**config.mk**
```make
export PLATFORM = sky130hd
export DESIGN_NAME = icap_readback_reader
export DESIGN_NICKNAME = d
export VERILOG_FILES = /design/src/rtl/icap_rb_pkg.sv /design/src/rtl/icap_rb_fifo.sv /design/src/rtl/icap_readback_reader.sv
export SDC_FILE = /design/constraint.sdc
export NUM_CORES = 1
export LEC_CHECK = 0
export ABC_AREA = 1
export CAP_MARGIN = 20
export CELL_PAD_IN_SITES_DETAIL_PLACEMENT = 1
export CELL_PAD_IN_SITES_GLOBAL_PLACEMENT = 1
export CORE_MARGIN = 2
export CORE_UTILIZATION = 25
export CTS_BUF_LIST = sky130_fd_sc_hd__clkbuf_4 sky130_fd_sc_hd__clkbuf_8
export CTS_CLUSTER_DIAMETER = 150
export CTS_CLUSTER_SIZE = 10
export DETAILED_ROUTE_END_ITERATION = 16
export PLACE_DENSITY_LB_ADDON = 0.1
export SLEW_MARGIN = 20
export SYNTH_ARGS = -nofsm -noshare
export SYNTH_HDL_FRONTEND = slang
export SYNTH_HIERARCHICAL = 1
export SYNTH_SLANG_ARGS = --single-unit
```
**constraint.sdc**
```tcl
create_clock -name AxiBusClock -period 5.85 [get_ports AxiBusClock]
set_clock_uncertainty 0.05 [all_clocks]
set_input_delay 0.585 -clock AxiBusClock [delete_from_list [all_inputs] [get_ports AxiBusClock]]
set_output_delay 0.585 -clock AxiBusClock [all_outputs]
set_load 0.005 [all_outputs]
```
**src/rtl/icap_rb_pkg.sv**
```systemverilog
// Shared types, ICAP command constants and the ICAP byte bit-order helper.
// Latency: n/a (declarations only).
// Backpressure: n/a.
package icap_rb_pkg;

  // Readback sequencer states; the two TURN states realise the CSIB-high read turnaround
  typedef enum logic [2:0] {
    ST_IDLE   = 3'd0,
    ST_CMD    = 3'd1,
    ST_TURN_A = 3'd2,
    ST_TURN_B = 3'd3,
    ST_READ   = 3'd4,
    ST_DRAIN  = 3'd5
  } rb_state_t;

  localparam logic [31:0] ICAP_SYNC_WORD = 32'hAA995566;
  localparam logic [31:0] ICAP_NOOP      = 32'h20000000;
  localparam logic [31:0] ICAP_DUMMY     = 32'hFFFFFFFF;

  // ICAP expects each byte bit-reversed relative to bitstream file order
  function automatic logic [31:0] icap_bitswap(input logic [31:0] v);
    logic [31:0] r;
    r = '0;
    for (int b = 0; b < 4; b++) begin
      for (int k = 0; k < 8; k++) begin
        r[8*b+k] = v[8*b+7-k];
      end
    end
    return r;
  endfunction

endpackage

```
**src/rtl/icap_rb_fifo.sv**
```systemverilog
// Synchronous show-ahead FIFO with a free-slot count for credit-based producers.
// Latency: one cycle from push to head visible; pop takes effect at the clock edge.
// Backpressure: none internally; producer must respect o_free, push while full is dropped.
module icap_rb_fifo #(
  parameter int WIDTH = 32,
  parameter int DEPTH = 16
) (
  input  logic                       i_clk,
  input  logic                       i_rst_n,
  input  logic                       i_push,
  input  logic [WIDTH-1:0]           i_dat,
  input  logic                       i_pop,
  output logic [WIDTH-1:0]           o_dat,
  output logic                       o_empty,
  output logic                       o_full,
  output logic [$clog2(DEPTH):0]     o_free
);

  localparam int AW = $clog2(DEPTH);

  logic [WIDTH-1:0] r_mem [DEPTH];
  logic [AW-1:0]    r_wr_ptr;
  logic [AW-1:0]    r_rd_ptr;
  logic [AW:0]      r_cnt;
  logic             w_push;
  logic             w_pop;

  assign w_push  = i_push && !o_full;
  assign w_pop   = i_pop && !o_empty;
  assign o_empty = (r_cnt == '0);
  assign o_full  = (r_cnt == (AW+1)'(DEPTH));
  assign o_free  = (AW+1)'(DEPTH) - r_cnt;
  assign o_dat   = r_mem[r_rd_ptr];

  // Storage array; contents need no reset because occupancy gates visibility
  always_ff @(posedge i_clk) begin
    if (w_push) begin
      r_mem[r_wr_ptr] <= i_dat;
    end
  end

  // Pointers and occupancy; simultaneous push and pop leave occupancy unchanged
  always_ff @(posedge i_clk or negedge i_rst_n) begin
    if (!i_rst_n) begin
      r_wr_ptr <= '0;
      r_rd_ptr <= '0;
      r_cnt    <= '0;
    end else begin
      if (w_push) r_wr_ptr <= r_wr_ptr + AW'(1);
      if (w_pop)  r_rd_ptr <= r_rd_ptr + AW'(1);
      case ({w_push, w_pop})
        2'b10:   r_cnt <= r_cnt + (AW+1)'(1);
        2'b01:   r_cnt <= r_cnt - (AW+1)'(1);
        default: r_cnt <= r_cnt;
      endcase
    end
  end

  // The read-credit scheme upstream guarantees no push ever lands on a full FIFO
  ap_no_overflow: assert property (@(posedge i_clk) disable iff (!i_rst_n) !(i_push && o_full));

endmodule

```
**src/rtl/icap_readback_reader.sv**
```systemverilog
// ICAPE3 readback: writes a command packet to ICAP, turns it to read, streams N words back out.
// Latency: first data READ_LATENCY+1 cycles after the first read issue; zero-bubble at tready=1.
// Backpressure: xCmd_tready follows xIcapAvail in CMD; reads are credit-limited by FIFO free
// slots so xRb_tready stalls never overflow. Optional ICAP_RB_BITSWAP_EN bit-reverses each byte.
module icap_readback_reader
  import icap_rb_pkg::*;
#(
  parameter int READ_LATENCY = 3,
  parameter int FIFO_DEPTH   = 16,
  parameter int CNT_W        = 24
) (
  input  logic             AxiBusClock,
  input  logic             xAxiBusReset_n,
  input  logic             xRbStart,
  input  logic [CNT_W-1:0] xRbWordCount,
  output logic             xRbBusy,
  output logic             xRbErr,
  input  logic [63:0]      xCmd_tdata,
  input  logic             xCmd_tvalid,
  input  logic             xCmd_tlast,
  output logic             xCmd_tready,
  output logic [31:0]      xRb_tdata,
  output logic             xRb_tvalid,
  output logic             xRb_tlast,
  input  logic             xRb_tready,
  output logic             xIcapCsib,
  output logic             xIcapRdwrb,
  output logic [31:0]      xIcapI,
  input  logic [31:0]      xIcapO,
  input  logic             xIcapAvail
);

  localparam int FREE_W = $clog2(FIFO_DEPTH) + 1;
  localparam int INF_W  = $clog2(READ_LATENCY + 1);

  rb_state_t              r_state;
  rb_state_t              w_next_state;
  logic [CNT_W-1:0]       r_count;
  logic [CNT_W-1:0]       r_issued;
  logic [CNT_W-1:0]       r_captured;
  logic [CNT_W-1:0]       r_delivered;
  logic [READ_LATENCY-1:0] r_vld_sr;
  logic [INF_W-1:0]       r_inflight;
  logic                   r_err;

  logic                   w_start_ok;
  logic                   w_start_zero;
  logic                   w_cmd_rdy;
  logic                   w_cmd_hs;
  logic [31:0]            w_cmd_word;
  logic                   w_credit_ok;
  logic                   w_issue;
  logic                   w_capture;
  logic [31:0]            w_cap_dat;
  logic                   w_rb_hs;
  logic                   w_last_beat;
  logic                   w_fifo_empty;
  logic                   w_fifo_full;
  logic [FREE_W-1:0]      w_free;
  logic [31:0]            w_fifo_dat;
  logic                   w_unused_cmd_hi;

  // Upper command lane carries nothing for ICAP
  assign w_unused_cmd_hi = ^{xCmd_tdata[63:32], w_fifo_full};

  assign w_start_ok   = (r_state == ST_IDLE) && xRbStart && (xRbWordCount != '0);
  assign w_start_zero = (r_state == ST_IDLE) && xRbStart && (xRbWordCount == '0);

  assign w_cmd_rdy = (r_state == ST_CMD) && xIcapAvail;
  assign w_cmd_hs  = w_cmd_rdy && xCmd_tvalid;

`ifdef ICAP_RB_BITSWAP_EN
  assign w_cmd_word = icap_bitswap(xCmd_tdata[31:0]);
  assign w_cap_dat  = icap_bitswap(xIcapO);
`else
  assign w_cmd_word = xCmd_tdata[31:0];
  assign w_cap_dat  = xIcapO;
`endif

  // A read may issue only if every in-flight word plus this one still fits in the FIFO
  assign w_credit_ok = (w_free > FREE_W'(r_inflight));
  assign w_issue     = (r_state == ST_READ) && xIcapAvail && (r_issued < r_count) && w_credit_ok;
  assign w_capture   = r_vld_sr[READ_LATENCY-1];

  assign w_rb_hs     = xRb_tvalid && xRb_tready;
  assign w_last_beat = (r_delivered == (r_count - CNT_W'(1)));

  assign xRb_tvalid = !w_fifo_empty;
  assign xRb_tdata  = w_fifo_dat;
  assign xRb_tlast  = xRb_tvalid && w_last_beat;
  assign xRbErr     = r_err;

  icap_rb_fifo #(
    .WIDTH (32),
    .DEPTH (FIFO_DEPTH)
  ) u_fifo (
    .i_clk   (AxiBusClock),
    .i_rst_n (xAxiBusReset_n),
    .i_push  (w_capture),
    .i_dat   (w_cap_dat),
    .i_pop   (w_rb_hs),
    .o_dat   (w_fifo_dat),
    .o_empty (w_fifo_empty),
    .o_full  (w_fifo_full),
    .o_free  (w_free)
  );

  // State register
  always_ff @(posedge AxiBusClock or negedge xAxiBusReset_n) begin
    if (!xAxiBusReset_n) r_state <= ST_IDLE;
    else                 r_state <= w_next_state;
  end

  // Next-state: command write, two-cycle turnaround, credit-limited reads, then drain
  always_comb begin
    w_next_state = r_state;
    case (r_state)
      ST_IDLE:   if (w_start_ok) w_next_state = ST_CMD;
      ST_CMD:    if (w_cmd_hs && xCmd_tlast) w_next_state = ST_TURN_A;
      ST_TURN_A: w_next_state = ST_TURN_B;
      ST_TURN_B: w_next_state = ST_READ;
      ST_READ:   if (r_issued == r_count) w_next_state = ST_DRAIN;
      ST_DRAIN:  if (w_rb_hs && w_last_beat && (r_inflight == '0) && (r_captured == r_count))
                   w_next_state = ST_IDLE;
      default:   w_next_state = ST_IDLE;
    endcase
  end

  // ICAP pins and status; RDWRB only moves in states where CSIB is held high
  always_comb begin
    xCmd_tready = w_cmd_rdy;
    xIcapCsib   = !(w_cmd_hs || w_issue);
    xIcapRdwrb  = (r_state == ST_TURN_B) || (r_state == ST_READ) || (r_state == ST_DRAIN);
    xIcapI      = w_cmd_hs ? w_cmd_word : 32'h0;
    xRbBusy     = (r_state != ST_IDLE);
  end

  // Request bookkeeping: word count, issue/capture/delivery counters, sticky error
  always_ff @(posedge AxiBusClock or negedge xAxiBusReset_n) begin
    if (!xAxiBusReset_n) begin
      r_count     <= '0;
      r_issued    <= '0;
      r_captured  <= '0;
      r_delivered <= '0;
      r_err       <= 1'b0;
    end else begin
      if (w_start_ok) begin
        r_count     <= xRbWordCount;
        r_issued    <= '0;
        r_captured  <= '0;
        r_delivered <= '0;
        r_err       <= 1'b0;
      end else begin
        if (w_start_zero) r_err       <= 1'b1;
        if (w_issue)      r_issued    <= r_issued + CNT_W'(1);
        if (w_capture)    r_captured  <= r_captured + CNT_W'(1);
        if (w_rb_hs)      r_delivered <= r_delivered + CNT_W'(1);
      end
    end
  end

  // Read-latency marker pipe and in-flight count; O is sampled as each marker leaves
  always_ff @(posedge AxiBusClock or negedge xAxiBusReset_n) begin
    if (!xAxiBusReset_n) begin
      r_vld_sr   <= '0;
      r_inflight <= '0;
    end else begin
      r_vld_sr <= (r_vld_sr << 1) | READ_LATENCY'(w_issue);
      case ({w_issue, w_capture})
        2'b10:   r_inflight <= r_inflight + INF_W'(1);
        2'b01:   r_inflight <= r_inflight - INF_W'(1);
        default: r_inflight <= r_inflight;
      endcase
    end
  end

endmodule

```
==> impl_metrics.env <==
export IMPL_critical_path_startpoint_type="register"
export IMPL_route_detailed_vias_per_inst=4.62
export IMPL_worstSkewPairLatency_ps=740
export IMPL_grt_max_degree=114
export IMPL_drv_max_cap_violation_count=0
export IMPL_final_cell_count_without_fillers=4525
export IMPL_full_die_area_sq_mm=0.119
export IMPL_yosys_top_cells_area="sky130_fd_sc_hd__edfxtp_1 53%, sky130_fd_sc_hd__dfrtp_1 10%, sky130_fd_sc_hd__nor2_1 8.0%"
export IMPL_clk_root_buffer_cell="sky130_fd_sc_hd__clkbuf_8"
export IMPL_synth_edff_count=512
export IMPL_synthArstFlopShare=0.187
export IMPL_core_area_sq_mm=0.115
export IMPL_timing_reg2reg_setup_slack_ps=1920
export IMPL_report_final_slew_viol_count=0
export IMPL_holdCritPathClass="in -> async"
export IMPL_clock_path_buffers=3
export IMPL_fill_cells=12900
export IMPL_worst_r2r_path_depth=9
export IMPL_mappedNetlistArea_sq_mm=0.0290
export IMPL_final_antenna_net_count=0
export IMPL_worst_slew_pin_transition_ps=1100
export IMPL_leakagePower_nw=12.2
export IMPL_layout_cells_sized_above_1=0.0814
export IMPL_relSlewSlack=0.265
export IMPL_top_cell_type_s_share_of_synthesized_area=0.531
export IMPL_synth_largest_area_cell="sky130_fd_sc_hd__edfxtp_1"
export IMPL_synth_main_ff_cell="sky130_fd_sc_hd__edfxtp_1"
export IMPL_dpl_hpwl_mm=59.5
export IMPL_max_vdd_ir_drop_mv=0.225
export IMPL_clock_tree_htree_level_count=3
export IMPL_die_width_um=344
export IMPL_post_route_worst_setup_slack_ps=1230
export IMPL_status="complete, no violations"
export IMPL_total_iterations_of_the_first_detailed_routing_run=5
export IMPL_setup_violations=0
export IMPL_critical_path_data_required_time_ps=5220
export IMPL_pre_cts_slack_ps=1850
export IMPL_drt_first_iter_violations=980
export IMPL_clkSlewWorstSetupHoldPaths_ps=90
export IMPL_cts_made_buffers=72
export IMPL_power_density_mw_per_mm2=367
export IMPL_worstReg2RegStart="u_fifo/r_cnt[0]"
export IMPL_tritoncts="done"
export IMPL_fp_dieH_um=344
export IMPL_synthCells=2836
export IMPL_ys_ff_latch=630
export IMPL_crit_path_max_fanout=18
export IMPL_setup_total_negative_slack_ps=0
export IMPL_globalplace_congestion=0.808
export IMPL_r2r_end="u_fifo/r_mem[2][14]"
export IMPL_post_cts_repair_setup_buffers=0
export IMPL_clkSinkCount=630
export IMPL_finalPower_mw=12.3
export IMPL_synth_net_count=3005
export IMPL_design_portCount=198
export IMPL_fin_crit_sh=0.790
export IMPL_timing_hold_violations_final=0
export IMPL_class_of_the_most_critical_setup_path="reg -> out"
export IMPL_syn_avg_cell_area_sq_um=10.2
export IMPL_totalWireLength_mm=96.4
export IMPL_io_buffers=165
export IMPL_initial_core_util=0.253
export IMPL_antenna_found_initial=9
export IMPL_final_util=0.293
export IMPL_grt_ovfl_total=0
export IMPL_post_synth_top_count_cell="sky130_fd_sc_hd__nor2_1"
export IMPL_fmax_mhz=216
export IMPL_cp_arrival_ps=3990
export IMPL_dpl_cell_count=4423
export IMPL_synth_seq_area_share=0.633
export IMPL_synthTopCellsByCount="614 x sky130_fd_sc_hd__nor2_1, 512 x sky130_fd_sc_hd__edfxtp_1, 295 x sky130_fd_sc_hd__nand2_1"
export IMPL_yosys_warnings=6
export IMPL_nNetsFinal=3155
export IMPL_layout_min_cycle_time_ps=4620
export IMPL_critical_path_endpoint_type="output pin"
export IMPL_post_route_drc_count=0
export IMPL_row_count=124
export IMPL_grt_total_usage=0.163
export IMPL_area_growth_syn_to_layout_pct=16.0
export IMPL_grt_pass1_wl_mm=144
export IMPL_dr_total_vias=20900
export IMPL_rsz0062_at_grt="false"
export IMPL_grt_pass1_vias=22300
export IMPL_synth_cell_types=52
export IMPL_route_detailed_wl_per_inst_um=21.3
-- what timing repair did --
item                      4_1_cts  5_1_grt
hold endpoints to repair       31        0
hold buffers                    1        0
resized for setup               0        0
-- kinds of logic (layout without fill, tap and decap cells) --
| kind of cell | after synthesis | count (layout) | synth area share |
|---|---|---|---|
| compound gates | 413 | 413 | 0.0758 |
| buf+inv | 356 | 531 | 0.0540 |
| fa+ha+maj | 42 | 42 | 0.0182 |
| xor+xnor | 70 | 70 | 0.0212 |
| simple gates | 1325 | 1325 | 0.198 |
| other cells | 0 | 2 | 0 |
| flops | 630 | 630 | 0.633 |
-- worst max path at each step --
| stage | startpoint | end | slack [ps] | depth (start not counted) |
|---|---|---|---|---|
| finish | u_fifo/r_cnt[0] | xIcapCsib | 1230 | 14 |
| detailed placement | u_fifo/r_rd_ptr[1] | xRb_tdata[30] | 1850 | 8 |
| CTS | u_fifo/r_rd_ptr[1] | xRb_tdata[30] | 1020 | 8 |
| global route | u_fifo/r_rd_ptr[1] | xRb_tdata[22] | 940 | 8 |
| floorplan | u_fifo/r_cnt[0] | u_fifo/r_mem[11][0] | 2460 | 8 |
| global placement | u_fifo/r_rd_ptr[2] | xRb_tdata[2] | 1560 | 6 |
-- stage by stage --
step | hold WS, ps | instance area (sq um)
CTS | 232 | 33600
global route | 277 | 33600
detailed placement | 292 | 32300
finish | 278 | 33600
global placement | 295 | 32200
floorplan | 239 | 29000
-- sequential cells by signal, summed over array words and instances, names as in the netlist --
signal,flops
u_fifo/r_mem,512
r_count,24
r_state,3
r_delivered,24
r_inflight,2
r_captured,24
r_issued,24
r_vld_sr,3
u_fifo/r_wr_ptr,4
xRbErr,1
u_fifo/r_rd_ptr,4
u_fifo/r_cnt,5
-- report_power, final --
part	internal [mW]	leakage (nW)	switching (mW)	total, mW
Combinational	1.49	5.54	2.68	4.18
Sequential	4.91	6.02	0.256	5.17
Clock	1.28	0.650	1.69	2.97
Total	7.68	12.2	4.63	12.3
-- layout by cell type, fill, tap and decap left out, types with 66 or more instances in the layout --
master                            instances
sky130_fd_sc_hd__nand3_1                266
sky130_fd_sc_hd__nand2_1                293
sky130_fd_sc_hd__edfxtp_1               512
sky130_fd_sc_hd__clkbuf_8                72
sky130_fd_sc_hd__nor2_1                 598
sky130_fd_sc_hd__o21ai_1                 66
sky130_fd_sc_hd__clkdlybuf4s50_1        164
sky130_fd_sc_hd__inv_1                  206
sky130_fd_sc_hd__dfrtp_1                114
sky130_fd_sc_hd__o21ai_0                245
-- area by class of cell --
cell class / count / area, sq um / share of cell area
repair buffers: 212 / 2090 / 0.0621
well taps: 1512 / 1890 / 0.0563
diodes: 2 / 5.00 / 0.000149
flip-flops and latches: 630 / 18300 / 0.546
clock buffers: 92 / 1140 / 0.0340
inverters: 220 / 837 / 0.0249
clock inverters: 7 / 90.1 / 0.00268
multi-input cells: 1850 / 9190 / 0.274
-- critical path: stages, from the launching register on --
cell	delay, ps
sky130_fd_sc_hd__dfrtp_1	490
sky130_fd_sc_hd__inv_1	100
sky130_fd_sc_hd__ha_1	230
sky130_fd_sc_hd__nand2_1	80
sky130_fd_sc_hd__nor2_1	60
sky130_fd_sc_hd__ha_1	280
sky130_fd_sc_hd__inv_1	30
sky130_fd_sc_hd__or2_2	280
sky130_fd_sc_hd__a211oi_1	550
sky130_fd_sc_hd__nor3_1	140
sky130_fd_sc_hd__nand3_2	100
sky130_fd_sc_hd__buf_4	250
sky130_fd_sc_hd__nand2_1	100
sky130_fd_sc_hd__inv_1	70
sky130_fd_sc_hd__clkdlybuf4s50_1	490
-- metal layers --
metal  up-vias  wire (um)  share of wire  GRT usage
met5         -         57        0.00059          0
met4         8       1930          0.020     0.0401
met3       116       2900          0.030     0.0249
met2       277      46200           0.48      0.275
met1     10500      45300           0.47      0.218
li1       9950          -              -          -
No activity file was read; power rests on OpenSTA's default activity.
